### config.mk
export PLATFORM = sky130hd
export DESIGN_NAME = game_fsm
export DESIGN_NICKNAME = d
export VERILOG_FILES = /design/src/rtl/game_fsm_pkg.sv /design/src/rtl/game_fsm_lfsr16.sv /design/src/rtl/game_fsm.sv
export SDC_FILE = /design/constraint.sdc
export NUM_CORES = 1
export LEC_CHECK = 0
export BUFFER_PORTS_ARGS = -buffer_cell sky130_fd_sc_hd__clkbuf_2
export CORE_ASPECT_RATIO = 1.2
export CORE_UTILIZATION = 40
export CTS_BUF_LIST = sky130_fd_sc_hd__clkbuf_16
export CTS_CLUSTER_DIAMETER = 120
export DETAILED_ROUTE_END_ITERATION = 8
export PLACE_DENSITY = 0.57
export SYNTH_ARGS = -nofsm -noshare
export SYNTH_HDL_FRONTEND = slang
export SYNTH_SLANG_ARGS = --single-unit
### constraint.sdc
create_clock -name clk -period 13.9 [get_ports clk]
set_clock_uncertainty 0.05 [all_clocks]
set_input_delay 2.78 -clock clk [delete_from_list [all_inputs] [get_ports clk]]
set_output_delay 2.78 -clock clk [all_outputs]
set_load 0.05 [all_outputs]
### src/rtl/game_fsm_pkg.sv
// Shared types and helpers for the 1A2B game controller: state encoding,
// digit-word type and the A/B scoring / digit-usage helpers.
package game_types;

    localparam int C_NUM_DIGITS = 4;

    typedef enum logic [3:0] {
        S_IDLE        = 4'd0,
        S_SET_D3      = 4'd1,
        S_SET_D2      = 4'd2,
        S_SET_D1      = 4'd3,
        S_SET_D0      = 4'd4,
        S_GUESS_D3    = 4'd5,
        S_GUESS_D2    = 4'd6,
        S_GUESS_D1    = 4'd7,
        S_GUESS_D0    = 4'd8,
        S_SHOW_RESULT = 4'd9,
        S_WIN         = 4'd10,
        S_LOSE        = 4'd11
    } state_t;

    typedef logic [C_NUM_DIGITS-1:0] [3:0] digit_arr_t;

    // Digit position being edited; non-editing states report 3 so nothing counts as used.
    function automatic logic [1:0] state_pos(input state_t s);
        logic [1:0] p;
        case (s)
            S_SET_D2, S_GUESS_D2: p = 2'd2;
            S_SET_D1, S_GUESS_D1: p = 2'd1;
            S_SET_D0, S_GUESS_D0: p = 2'd0;
            default:              p = 2'd3;
        endcase
        return p;
    endfunction

    function automatic state_t next_state(input state_t s);
        state_t n;
        case (s)
            S_SET_D3:   n = S_SET_D2;
            S_SET_D2:   n = S_SET_D1;
            S_SET_D1:   n = S_SET_D0;
            S_SET_D0:   n = S_GUESS_D3;
            S_GUESS_D3: n = S_GUESS_D2;
            S_GUESS_D2: n = S_GUESS_D1;
            S_GUESS_D1: n = S_GUESS_D0;
            S_GUESS_D0: n = S_SHOW_RESULT;
            default:    n = S_IDLE;
        endcase
        return n;
    endfunction

    // True when digit d already sits at a position above pos in word w.
    function automatic logic digit_used(input digit_arr_t w, input logic [1:0] pos,
                                        input logic [3:0] d);
        logic hit;
        hit = 1'b0;
        for (int j = 0; j < C_NUM_DIGITS; j++) begin
            if ((j > int'(pos)) && (w[j] == d)) begin
                hit = 1'b1;
            end
        end
        return hit;
    endfunction

    function automatic logic [2:0] score_a(input digit_arr_t t, input digit_arr_t g);
        logic [2:0] n;
        n = 3'd0;
        for (int i = 0; i < C_NUM_DIGITS; i++) begin
            if (g[i] == t[i]) begin
                n = n + 3'd1;
            end
        end
        return n;
    endfunction

    function automatic logic [2:0] score_b(input digit_arr_t t, input digit_arr_t g);
        logic [2:0] n;
        n = 3'd0;
        for (int i = 0; i < C_NUM_DIGITS; i++) begin
            for (int j = 0; j < C_NUM_DIGITS; j++) begin
                if ((i != j) && (g[i] == t[j])) begin
                    n = n + 3'd1;
                end
            end
        end
        return n;
    endfunction

endpackage

### src/rtl/game_fsm_lfsr16.sv
// Free-running 16-bit maximal-length LFSR (x^16+x^14+x^13+x^11+1), seeded
// with 16'hACE1 so it can never lock up in the all-zero state.
module lfsr16 (
    input  logic        clk,
    input  logic        rst_n,
    output logic [15:0] value
);

    logic feedback;

    assign feedback = value[0] ^ value[2] ^ value[3] ^ value[5];

    // Right-shifting Fibonacci form, feedback enters at the MSB.
    always_ff @(posedge clk) begin
        if (!rst_n) begin
            value <= 16'hACE1;
        end else begin
            value <= {feedback, value[15:1]};
        end
    end

endmodule

### src/rtl/game_fsm.sv
// 1A2B game sequencing controller. Optional per-guess time limit is enabled
// by defining GAME_GUESS_TIMEOUT_EN.
module game_fsm
    import game_types::*;
#(
    parameter int MAX_CHANCES = 5,
    parameter int BLINK_DIV   = 25_000_000,
    parameter int TIMEOUT_CYC = 500_000_000
) (
    input  logic       clk,
    input  logic       rst_n,
    input  logic [9:0] sw,
    input  logic       btn_confirm,
    input  logic       btn_random,
    input  logic       btn_abort,
    output state_t     state,
    output digit_arr_t target,
    output digit_arr_t guess,
    output logic [3:0] candidate,
    output logic       sw_valid,
    output logic [2:0] chances,
    output logic [3:0] is_random,
    output logic [2:0] a_cnt,
    output logic [2:0] b_cnt,
    output logic       blink_on
);

    localparam logic [2:0]  C_MAX_CH     = 3'(MAX_CHANCES);
    localparam logic [31:0] C_BLINK_LAST = 32'(BLINK_DIV - 1);

    logic [15:0] lfsr_val;
    logic        rnd_pend;
    logic [31:0] blink_cnt;
    logic [3:0]  sw_idx;
    logic [1:0]  pos;
    logic        in_set;
    logic        in_guess;
    digit_arr_t  word;
    digit_arr_t  guess_final;
    logic [3:0]  rnd_digit;
    logic        rnd_ok;
    logic        timeout_hit;

    lfsr16 u_lfsr (
        .clk   (clk),
        .rst_n (rst_n),
        .value (lfsr_val)
    );

    // Switch decode, duplicate-digit screening and the word as it will look after a D0 commit.
    always_comb begin
        sw_idx = 4'd0;
        for (int i = 0; i < 10; i++) begin
            if (sw[i]) begin
                sw_idx = 4'(i);
            end else begin
                sw_idx = sw_idx;
            end
        end
        in_set   = (state == S_SET_D3) || (state == S_SET_D2) ||
                   (state == S_SET_D1) || (state == S_SET_D0);
        in_guess = (state == S_GUESS_D3) || (state == S_GUESS_D2) ||
                   (state == S_GUESS_D1) || (state == S_GUESS_D0);
        pos = state_pos(state);
        if (in_set) begin
            word = target;
        end else if (in_guess) begin
            word = guess;
        end else begin
            word = '0;
        end
        sw_valid    = $onehot(sw) && !digit_used(word, pos, sw_idx);
        candidate   = sw_valid ? sw_idx : 4'd0;
        rnd_digit   = lfsr_val[3:0];
        rnd_ok      = (rnd_digit < 4'd10) && !digit_used(target, pos, rnd_digit);
        guess_final = guess;
        guess_final[0] = candidate;
    end

`ifdef GAME_GUESS_TIMEOUT_EN
    logic [31:0] t_cnt;

    assign timeout_hit = in_guess && (t_cnt == 32'(TIMEOUT_CYC - 1));

    // Per-digit timer: restarts outside guessing, on every accepted digit and on expiry.
    always_ff @(posedge clk) begin
        if (!rst_n) begin
            t_cnt <= 32'd0;
        end else if (btn_abort || !in_guess || timeout_hit || (btn_confirm && sw_valid)) begin
            t_cnt <= 32'd0;
        end else begin
            t_cnt <= t_cnt + 32'd1;
        end
    end
`else
    assign timeout_hit = 1'b0;
`endif

    // Free-running blink generator, independent of the game state.
    always_ff @(posedge clk) begin
        if (!rst_n) begin
            blink_cnt <= 32'd0;
            blink_on  <= 1'b0;
        end else if (blink_cnt >= C_BLINK_LAST) begin
            blink_cnt <= 32'd0;
            blink_on  <= ~blink_on;
        end else begin
            blink_cnt <= blink_cnt + 32'd1;
        end
    end

    // Game sequencer: abort beats an expired guess timer, which beats the keys.
    always_ff @(posedge clk) begin
        if (!rst_n) begin
            state     <= S_IDLE;
            target    <= '0;
            guess     <= '0;
            is_random <= 4'd0;
            chances   <= 3'd0;
            a_cnt     <= 3'd0;
            b_cnt     <= 3'd0;
            rnd_pend  <= 1'b0;
        end else if (btn_abort) begin
            state    <= S_IDLE;
            rnd_pend <= 1'b0;
        end else if (timeout_hit) begin
            guess <= '0;
            if (chances <= 3'd1) begin
                chances <= 3'd0;
                state   <= S_LOSE;
            end else begin
                chances <= chances - 3'd1;
                state   <= S_GUESS_D3;
            end
        end else begin
            case (state)
                S_IDLE: begin
                    if (btn_confirm) begin
                        target    <= '0;
                        guess     <= '0;
                        is_random <= 4'd0;
                        chances   <= C_MAX_CH;
                        state     <= S_SET_D3;
                    end
                end
                S_SET_D3, S_SET_D2, S_SET_D1, S_SET_D0: begin
                    // A pending random draw retries every cycle and locks out confirm.
                    if (rnd_pend) begin
                        if (rnd_ok) begin
                            target[pos]    <= rnd_digit;
                            is_random[pos] <= 1'b1;
                            rnd_pend       <= 1'b0;
                            state          <= next_state(state);
                        end
                    end else if (btn_confirm) begin
                        if (sw_valid) begin
                            target[pos]    <= candidate;
                            is_random[pos] <= 1'b0;
                            state          <= next_state(state);
                        end
                    end else if (btn_random) begin
                        rnd_pend <= 1'b1;
                    end
                end
                S_GUESS_D3, S_GUESS_D2, S_GUESS_D1: begin
                    if (btn_confirm && sw_valid) begin
                        guess[pos] <= candidate;
                        state      <= next_state(state);
                    end
                end
                S_GUESS_D0: begin
                    if (btn_confirm && sw_valid) begin
                        guess[0] <= candidate;
                        a_cnt    <= score_a(target, guess_final);
                        b_cnt    <= score_b(target, guess_final);
                        state    <= S_SHOW_RESULT;
                    end
                end
                S_SHOW_RESULT: begin
                    if (btn_confirm) begin
                        if (a_cnt == 3'd4) begin
                            state <= S_WIN;
                        end else if (chances <= 3'd1) begin
                            chances <= 3'd0;
                            state   <= S_LOSE;
                        end else begin
                            chances <= chances - 3'd1;
                            guess   <= '0;
                            state   <= S_GUESS_D3;
                        end
                    end
                end
                S_WIN, S_LOSE: begin
                    if (btn_confirm) begin
                        state <= S_IDLE;
                    end
                end
                default: begin
                    state <= S_IDLE;
                end
            endcase
        end
    end

endmodule

==> flow_summary.ini <==
[run_status]
outcome = finished, final reports clean

[clocking]
clock_path_buffers = 2
ctsHoldBuffers = 0
clk_transition_reported_paths_ns = 0.07
cts.sinks = 103
cts_tree = done
insertion_delay_ns = 0.35
cts-root-buf = clkbuf_16
post_cts_resized = 0
cts_made_buffers = 9
cts_max_level = 3
cts_setup_buffers = 0

[worst_setup_path]
start_kind = primary input
worstSetupEndpointType = flip-flop
path_buf_inv = 7
worstPathRequired_ns = 14.10
cp_common_cell = ha_1
cp_top_family = adder cells
cp_slowest_cell = a2111oi_4
crit_path_max_fanout = 15
max_stage_delay_ns = 0.57
worstPathArrival_ns = 13.04
reg2reg_from = state[3]
crit_type = in -> reg
crit_start = sw[0]

[layout]
layout.nets = 968
fillCellCount = 1813
drive_above_1_share = 0.1226
multi_input_area_mm2 = 0.004803
final_cell_mix = 103 x dfxtp_1, 81 x nor2_1, 74 x xor2_1
stdcell_count = 1150
diodes = 0
syn2layout_area_growth_pct = 9.952
finish.instance_area_mm2 = 0.008004
regArea_mm2 = 0.002062
final_common_cell = dfxtp_1

[floorplanning]
start_util = 0.4127
dieArea_mm2 = 0.01875
core_area_mm2 = 0.01764
die_height_um = 149.8
rows = 53
die_x_um = 125.2
io_pins = 70

[logic_synthesis]
syn_area_per_cell_um2 = 8.061
synthArstFlopShare = 0
synth-main-ff-cell = dfxtp_1
syn_area_mm2 = 0.007279
synth_edf_count = 0
yosysSeqAreaShare = 0.2833
yosys_warnings = 0
synthCells = 903
ys_ff_latch = 103
synth.distinct_cells = 75

[drt]
post_drt_wl_per_cell_um = 16.64
drt-total-wl_um = 19140
ant_nets = 0
dr.pass1.iters = 7
vias_per_cell = 5.426
drt-initial-drc-count = 408
drc_errors = 0
num_vias = 6240

[place]
place_inst = 1134
place_hpwl_um = 14080
place_ws_ns = 0.6226
placed_cell_area_mm2 = 0.007689
numPortBuffers = 69
routabilityCongestion = 0.8558

[timing]
fin_ws_ns = 1.055
timing.final.max_slew_violations = 0
relSlewSlack = 0.3118
hold_ws_ns = 0.3576
rsz0062_at_grt = false
min_period_ns = 12.85
worst_pin_slew_ns = 1.023
finalSetupViolCount = 0
min_period_over_period = 0.9241
setup_tns_ns = 0
hold_violations = 0
fmax_mhz = 77.85

[grt]
overflow = 0
track_usage = 0.2100
grt_pass1_wl_um = 31130
antenna_found_initial = 0
grt_pass1_vias = 5976
grt_max_degree = 67

[power]
power_frac_seq = 0.126
combinationalPowerShare = 0.763
p_leak_nw = 3.372
power_density_mw_per_mm2 = 301.8
peakVddDrop_mv = 0.4168
sw_frac_of_total = 0.4366
p_int_w = 0.001361
clkPwrFrac = 0.111
netSwitchingPower_w = 0.001055

[run]
drv_cap = 0

[worst_hold_path]
worstHoldStart = u_lfsr.value[6]
hold_class = reg -> reg
cell type report:
class,instances,share of cell area
Clock inverter,7,0.01126
Multi-Input combinational cell,695,0.6001
Inverter,40,0.01876
Clock buffer,9,0.02814
Timing Repair Buffer,76,0.04971
Tap cell,220,0.03439
Sequential cell,103,0.2576
logic make-up (layout without fill, tap and decap cells):
| logic type | count (synthesis) | after routing | synth area share |
|---|---|---|---|
| simple gates | 346 | 346 | 0.2501 |
| compound gates | 167 | 167 | 0.1602 |
| xor+xnor | 128 | 128 | 0.1626 |
| buf+inv | 111 | 132 | 0.06256 |
| flops | 103 | 103 | 0.2833 |
| fa+ha+maj | 28 | 28 | 0.05431 |
| mux | 19 | 19 | 0.02647 |
| other cells | 1 | 7 | 0.0005151 |
through the flow:
| step | utilization | total power, W |
|---|---|---|
| global route | 0.4538 | 0.002666 |
| finish | 0.4538 | 0.002415 |
| global placement | 0.4359 | 0.002108 |
| floorplan | - | 0.001917 |
| detailed placement | 0.4359 | 0.002160 |
| CTS | 0.4538 | 0.002437 |
flip-flops by register name (all words and copies together), names as in the netlist, named ones only:
name and count:
a_cnt 3, chances 3, guess 16, is_random 4, blink_cnt 32, blink_on 1
b_cnt 3, u_lfsr.value 16, state 4, target 16, rnd_pend 1
synthesized netlist by cell type (3+ instances only):
master	n	area share
a211o_1	3	0.0036
a211oi_1	7	0.0072
a21boi_0	12	0.012
a21o_1	3	0.0031
a21oi_1	26	0.018
a22oi_1	36	0.037
a31oi_1	5	0.0043
and2_1	19	0.016
and3_1	13	0.011
buf_1	5	0.0026
buf_2	7	0.0048
buf_6	4	0.0062
clkbuf_1	55	0.028
dfxtp_1	103	0.28
fa_1	6	0.017
ha_1	22	0.038
inv_1	40	0.021
mux2i_1	17	0.023
nand2_1	67	0.035
nand2b_1	16	0.014
nand3_1	28	0.019
nand3b_1	3	0.0031
nand4_1	8	0.0069
nand4b_1	3	0.0036
nor2_1	81	0.042
nor2b_1	49	0.042
nor3_1	14	0.0096
nor3b_1	5	0.0052
nor4_1	16	0.014
o21a_1	3	0.0031
o21ai_0	30	0.021
o21ai_1	8	0.0055
o22ai_1	4	0.0034
o31ai_1	4	0.0041
or2_2	3	0.0026
or3_1	6	0.0052
or4_1	3	0.0031
xnor2_1	49	0.059
xor2_1	74	0.089
worst paths after layout:
| path | cells past startpoint | slack [ns] | to |
|---|---|---|---|
| setup / recovery | 53 | 1.05 | b_cnt[2] |
| hold / removal | 1 | 0.36 | u_lfsr.value[5] |
| setup reg to reg | 47 | 4.28 | b_cnt[2] |
| hold reg to reg | 1 | 0.36 | u_lfsr.value[5] |
metal layers:
layer,GRT usage,part of all wire
met5,0,0
met3,0.02681,0.040
met4,0.1049,0.039
met2,0.3564,0.47
met1,0.2628,0.45
power groups by stage:
stage                     Combinational [W]  Clock [W]  Sequential [W]
after floorplan                     0.00160          0        0.000313
after global placement              0.00180          0        0.000312
after detailed placement            0.00185          0        0.000313
after CTS                           0.00186   0.000274        0.000306
after global routing                0.00207   0.000285        0.000306
final                               0.00184   0.000268        0.000305
(Power assumes the default switching activity.)
